$ cat config.mk
export PLATFORM = sky130hd
export DESIGN_NAME = button_scan_controller
export DESIGN_NICKNAME = d
export VERILOG_FILES = /design/src/rtl/debounce_pkg.sv /design/src/rtl/tick_gen.sv /design/src/rtl/button_scan_controller.sv
export SDC_FILE = /design/constraint.sdc
export NUM_CORES = 1
export LEC_CHECK = 0
export ABC_AREA = 1
export CAP_MARGIN = 20
export CORE_ASPECT_RATIO = 0.75
export CORE_UTILIZATION = 59
export CTS_CLUSTER_DIAMETER = 120
export DETAILED_ROUTE_END_ITERATION = 8
export PLACE_DENSITY = 0.77
export SETUP_SLACK_MARGIN = 0.4
export SYNTH_ARGS = -nofsm -noshare
export SYNTH_HDL_FRONTEND = slang
export SYNTH_SLANG_ARGS = --single-unit
$ cat constraint.sdc
create_clock -name clk -period 1.95 [get_ports clk]
set_input_delay 0.2925 -clock clk [delete_from_list [all_inputs] [get_ports clk]]
set_output_delay 0.2925 -clock clk [all_outputs]
set_load 0.05 [all_outputs]
$ cat src/rtl/debounce_pkg.sv
`default_nettype none
// +----------------------------------------------------------------------------+
// | Module      : debounce_pkg                                                 |
// | Description : Shared per-button debounce state and tick period default.    |
// | Revision    : 1.0                                                          |
// +----------------------------------------------------------------------------+
package debounce_pkg;

    localparam int TICK_CYCLES_DEFAULT = 1_000_000;

    typedef enum logic [1:0] {
        IDLE     = 2'd0,
        HOLD1    = 2'd1,
        HOLD2    = 2'd2,
        REL_WAIT = 2'd3
    } btn_state_t;

endpackage
`default_nettype wire

$ cat src/rtl/tick_gen.sv
`default_nettype none
// +----------------------------------------------------------------------------+
// | Module      : tick_gen                                                     |
// | Description : Free-running 0..TICK_CYCLES-1 counter, one-cycle tick pulse. |
// | Revision    : 1.0                                                          |
// +----------------------------------------------------------------------------+
module tick_gen
    import debounce_pkg::*;
#(
    parameter int TICK_CYCLES = TICK_CYCLES_DEFAULT
) (
    input  logic clk,
    input  logic reset,
    output logic tick
);

    localparam int              CW   = $clog2(TICK_CYCLES);
    localparam logic [CW-1:0]   LAST = CW'(TICK_CYCLES - 1);

    logic [CW-1:0] cnt_q;
    logic [CW-1:0] cnt_d;

    always_comb begin
        tick  = (cnt_q == LAST);
        cnt_d = tick ? '0 : (cnt_q + CW'(1));
    end

    always_ff @(posedge clk or negedge reset) begin
        if (!reset) begin
            cnt_q <= '0;
        end else begin
            cnt_q <= cnt_d;
        end
    end

endmodule
`default_nettype wire

$ cat src/rtl/button_scan_controller.sv
`default_nettype none
// +----------------------------------------------------------------------------+
// | Module      : button_scan_controller                                       |
// | Description : Debounces N_BTN buttons and emits press/release events via  |
// |               a round-robin arbiter into a one-entry valid/ready stage.    |
// | Revision    : 1.0                                                          |
// +----------------------------------------------------------------------------+
module button_scan_controller
    import debounce_pkg::*;
#(
    parameter int N_BTN       = 4,
    parameter int TICK_CYCLES = TICK_CYCLES_DEFAULT
) (
    input  logic                     clk,
    input  logic                     reset,
    input  logic [N_BTN-1:0]         sw,
    output logic [N_BTN-1:0]         db,
    output logic                     evt_valid,
    input  logic                     evt_ready,
    output logic [$clog2(N_BTN)-1:0] evt_id,
    output logic                     evt_press,
    output logic [N_BTN-1:0]         ovf
);

    localparam int IDW = $clog2(N_BTN);

    logic [N_BTN-1:0] sync1_q;
    logic [N_BTN-1:0] sws_q;
    logic             w_tick;

    logic [N_BTN-1:0] w_set_press;
    logic [N_BTN-1:0] w_set_rel;
    logic [N_BTN-1:0] w_clr_press;
    logic [N_BTN-1:0] w_clr_rel;

    logic [N_BTN-1:0] press_pend_q, press_pend_d;
    logic [N_BTN-1:0] rel_pend_q, rel_pend_d;
    logic [N_BTN-1:0] ovf_q, ovf_d;

    logic [IDW-1:0]   rr_q, rr_d;
    logic             evt_valid_q, evt_valid_d;
    logic [IDW-1:0]   evt_id_q, evt_id_d;
    logic             evt_press_q, evt_press_d;

    logic             w_grant_valid;
    logic [IDW-1:0]   w_grant_idx;
    logic             w_grant_press;
    logic             w_load;

    tick_gen #(
        .TICK_CYCLES (TICK_CYCLES)
    ) u_tick_gen (
        .clk   (clk),
        .reset (reset),
        .tick  (w_tick)
    );

    always_ff @(posedge clk or negedge reset) begin
        if (!reset) begin
            sync1_q <= '0;
            sws_q   <= '0;
        end else begin
            sync1_q <= sw;
            sws_q   <= sync1_q;
        end
    end

    for (genvar gi = 0; gi < N_BTN; gi++) begin : g_btn
        btn_state_t st_q, st_d;
        logic       set_p, set_r;

        always_comb begin
            st_d  = st_q;
            set_p = 1'b0;
            set_r = 1'b0;
            unique case (st_q)
                IDLE: begin
                    if (sws_q[gi]) begin
                        st_d  = HOLD1;
                        set_p = 1'b1;
                    end
                end
                HOLD1:    if (w_tick) st_d = HOLD2;
                HOLD2:    if (w_tick) st_d = REL_WAIT;
                REL_WAIT: begin
                    if (!sws_q[gi]) begin
                        st_d  = IDLE;
                        set_r = 1'b1;
                    end
                end
                default:  st_d = IDLE;
            endcase
        end

        always_ff @(posedge clk or negedge reset) begin
            if (!reset) begin
                st_q <= IDLE;
            end else begin
                st_q <= st_d;
            end
        end

        assign db[gi]          = (st_q != IDLE);
        assign w_set_press[gi] = set_p;
        assign w_set_rel[gi]   = set_r;
    end

    // Scan downward so the candidate nearest after rr_q is the last writer.
    always_comb begin
        int cand;
        w_grant_valid = 1'b0;
        w_grant_idx   = '0;
        w_grant_press = 1'b0;
        cand          = 0;
        for (int k = N_BTN; k >= 1; k--) begin
            cand = int'(rr_q) + k;
            if (cand >= N_BTN) begin
                cand = cand - N_BTN;
            end
            if (press_pend_q[cand] || rel_pend_q[cand]) begin
                w_grant_valid = 1'b1;
                w_grant_idx   = IDW'(cand);
                w_grant_press = press_pend_q[cand];
            end
        end
    end

    assign w_load = !evt_valid_q || evt_ready;

    always_comb begin
        evt_valid_d = evt_valid_q;
        evt_id_d    = evt_id_q;
        evt_press_d = evt_press_q;
        rr_d        = rr_q;
        w_clr_press = '0;
        w_clr_rel   = '0;
        if (w_load) begin
            evt_valid_d = w_grant_valid;
            if (w_grant_valid) begin
                evt_id_d    = w_grant_idx;
                evt_press_d = w_grant_press;
                rr_d        = w_grant_idx;
                if (w_grant_press) begin
                    w_clr_press[w_grant_idx] = 1'b1;
                end else begin
                    w_clr_rel[w_grant_idx] = 1'b1;
                end
            end
        end
    end

    // A grant clears before a same-cycle set, so a fresh event survives the grant.
    always_comb begin
        press_pend_d = (press_pend_q & ~w_clr_press) | w_set_press;
        rel_pend_d   = (rel_pend_q & ~w_clr_rel) | w_set_rel;
        ovf_d        = ovf_q
                     | (press_pend_q & ~w_clr_press & w_set_press)
                     | (rel_pend_q & ~w_clr_rel & w_set_rel);
    end

    always_ff @(posedge clk or negedge reset) begin
        if (!reset) begin
            press_pend_q <= '0;
            rel_pend_q   <= '0;
            ovf_q        <= '0;
            rr_q         <= IDW'(N_BTN - 1);
            evt_valid_q  <= 1'b0;
            evt_id_q     <= '0;
            evt_press_q  <= 1'b0;
        end else begin
            press_pend_q <= press_pend_d;
            rel_pend_q   <= rel_pend_d;
            ovf_q        <= ovf_d;
            rr_q         <= rr_d;
            evt_valid_q  <= evt_valid_d;
            evt_id_q     <= evt_id_d;
            evt_press_q  <= evt_press_d;
        end
    end

    assign evt_valid = evt_valid_q;
    assign evt_id    = evt_id_q;
    assign evt_press = evt_press_q;
    assign ovf       = ovf_q;

endmodule
`default_nettype wire

==> metrics.md <==
| Metric | Value |
|---|---|
| Status | finished, violations left |
| Failing checks | setup timing |
| CP Launch Type | flop |
| DIE WIDTH | 85.0 µm |
| Largest family of logic cells by synthesized area | simple AND/OR/NAND/NOR gates |
| Port bufs | 18 |
| Reg2reg end | rel_pend_q[1]$_DFF_PN0_ |
| Vias per cell | 6.15 |
| Bufs and invs on worst path | 2 |
| Post-Synth Adder-Cell Area | 0.0698 |
| Worst Setup SP | rr_q[0]$_DFFE_PN1P_ |
| Fmax | 445 MHz |
| CTS tree | built |
| Worst skew pair latency | 0.32 ns |
| Gpl congestion | 0.921 |
| Simple-Gate Fraction of Synth Area | 0.308 |
| Synth warnings | 0 |
| Final total power | 7.27 mW |
| Clock Sinks | 54 |
| Area grow syn2layout | 48.2% |
| IO Count | 19 |
| Grt total ovfl | 0 |
| Worst rel slew slack | 0.642 |
| Power per standard cell area | 1610 nW/µm² |
| Antenna cells | 0 |
| Drt total wl | 10,500 µm |
| Leakage power | 2.17 nW |
| Clock buffer depth | 2 |
| Synth Area in Compound Gates | 0.0677 |
| Skew final | 0.0179 ns |
| Critical path depth | 15 |
| Overall routing resource usage | 0.304 |
| Num CTS Buffers | 5 |
| FP Rows | 22 |
| Top cells by area, synth | dfrtp_1 43%, nand2_1 15%, ha_1 7.0% |
| XOR/XNOR share of the synthesized area | 0.0287 |
| Clock root buffer | clkbuf_8 |
| Delay of the slowest cell on the worst path | 0.63 ns |
| Antenna Violating Nets Remaining | 0 |
| Max cap viols | 0 |
| # DRC | 0 |
| Final HPWL DP | 4960 µm |
| Cell taking the most area after synthesis | dfrtp_1 |
| Hold Vio Cnt, Final | 0 |
| CP max stage cell | dfstp_2 |
| Number of flops mapped to enable cells by yosys | 0 |
| Flop-to-flop setup slack | -0.30 ns |
| Most used cell, CP | nand2_1 |
| Crit path capture type | flop |
| Final Max Slew Viols | 0 |
| Worst Path Max Fanout | 12 |
| Nets | 502 |
| DR WL/cell | 19.4 µm |
| Async set-reset flop share out of synthesis | 1.00 |
| H-tree depth | 2 |
| DRT iter0 DRCs | 477 |
| Most instantiated library cell after synthesis | nand2_1 |
| Worst R2R Start | rr_q[0]$_DFFE_PN1P_ |
| Hold path start | sync1_q[3]$_DFF_PN0_ |
| Critical path arrival | 2.47 ns |
| Number of synthesized register bits | 54 |
| Std-Cell Core Area | 4930 µm² |
| Hold Path Class | flop to flop |
| Clk slew on worst S/H paths | 0.11 ns |
| Initial antenna violation count | 0 |
| Final setup violation count | 17 |
| Syn avg cell area | 7.72 µm² |
| Post-synth top area share | 0.427 |
| Pre-Repair DR Iteration Count | 7 |
| First-pass GRT wire length | 12,900 µm |
| Worst slack, placed | -0.106 ns |
| End point of the critical path | rel_pend_q[1]$_DFF_PN0_ |
| Syn Inst Count | 395 |
| Cell Chain, Critical Path | inv_6 > nand2_4 > nand2_8 > nand2_1 > nand2_1 > nor2_2 > nand2_1 > nand2_1 > nand2_2 > nand2_4 > inv_4 > nor2_4 > nand2_1 > nand2_1 > nand2_1 |
| Ys flop type | dfrtp_1 |
| VDD IR-drop max | 1.35 mV |
| RSZ-0062 raised after global routing | yes |
| List of most frequent post-synthesis cells | 119 x nand2_1, 52 x dfrtp_1, 49 x inv_1 |
| Multiplexer share of the synthesized area | 0 |
| Die area | 5460 µm² |
| Synthesized Nets | 419 |
| Least-Margin Pin Slew | 0.537 ns |
| Vias in the first global route | 2,759 |
| Fin crit share | 1.15 |
| Worst setup margin | -0.296 ns |
| Starting Density | 0.619 |
| Vias | 3,316 |
| Tmin final | 2.25 ns |
| Setup CP Type | flop to flop |
| Syn Std Cell Area | 3050 µm² |
| CP required | 2.17 ns |
| Top delay family on crit path | simple AND/OR/NAND/NOR gates |
| Worst R2R Path Depth | 15 |
| Number of distinct library cells after synthesis | 31 |
| Largest net degree at the start of global routing | 34 |
| Share of cells above drive strength 1 | 0.428 |
| Die height | 64.2 µm |
| Seq/Total Area, Yosys | 0.444 |
[worst min-delay path by stage]
stage	endpoint	slack, ns	cells past startpoint
final	sws_q[3]$_DFF_PN0_	0.36	0
after global routing	sws_q[2]$_DFF_PN0_	0.37	0
after CTS	sws_q[2]$_DFF_PN0_	0.36	0
after detailed placement	sync1_q[1]$_DFF_PN0_	0.29	1
after global placement	sws_q[1]$_DFF_PN0_	0.29	1
after floorplan	evt_id[0]$_DFFE_PN0P_	-0.003	0
[report_power, final]
part	internal, mW	total (mW)	switching, mW	leakage, nW
registers	1.37	1.64	0.268	0.636
logic	1.85	4.97	3.12	1.49
clock network	0.255	0.660	0.405	0.0452
total	3.48	7.27	3.79	2.17
[layout by cell type (no fill, tap or decap), drive strengths merged]
cell and n:
a21oi 14, a31oi 1, buf 66, clkbuf 7, clkdlybuf4s15 3, clkdlybuf4s50 5
clkinv 4, dfrtp 52, dfstp 2, dlygate4sd2 4, dlygate4sd3 1, ha 17
inv 54, nand2 125, nand3 25, nand3b 2, nand4 7, nor2 40
nor3 15, nor3b 1, nor4 3, o211ai 4, o21ai 17, xnor2 2
xor2 8
[cells by family after synthesis]
logic type,Yosys count
XOR/XNOR,10
flip-flops,54
adder cells (fa/ha/maj),17
AO/OA/AOI/OAI,36
AND/OR/NAND/NOR,218
buffers and inverters,60
[state kept, by name, summed over array words and instances, names as in the netlist]
signal            flops
sync1_q               4
ovf                   4
rr_q                  2
g_btn.st_q            8
evt_press             1
press_pend_q          4
sws_q                 4
rel_pend_q            4
evt_valid             1
u_tick_gen.cnt_q     20
evt_id                2
[layout make-up]
cell class              instances  area [µm²]
clock inverters                 2        13.8
well taps                      60        75.1
clock buffers                   6        72.6
fillers                       177         410
inverters                      56         244
flip-flops and latches         54        1350
repair buffers                 80         744
multi-input cells             281        2010
[through the flow]
step | std cells | TNS, ns | utilization | cell area (µm²) | hold WS (ns)
floorplan | 395 | 0 | - | 3080 | -0.00309
global placement | 491 | -0.286 | 0.708 | 3490 | 0.286
detailed placement | 491 | -0.495 | 0.708 | 3490 | 0.290
CTS | 523 | -0.0166 | 0.825 | 4060 | 0.359
global route | 539 | -7.03 | 0.917 | 4520 | 0.374
finish | 539 | -3.45 | 0.917 | 4520 | 0.361
[per-layer routing]
metal  track usage  vias up  share of wire
met1         0.423     1566           0.37
met4        0.0953        0          0.051
li1              -     1416              -
met3        0.0646       74          0.098
met2         0.480      260           0.48
met5             0        -              0
[repair_timing]
item,4_1_cts,5_1_grt
gates resized for setup,101,90
setup endpoints to repair,51,47
buffers inserted,23,16
hold buffers,1,0
pin swaps,36,44
endpoints found under the hold margin,21,0
(Power assumes the default switching activity.)
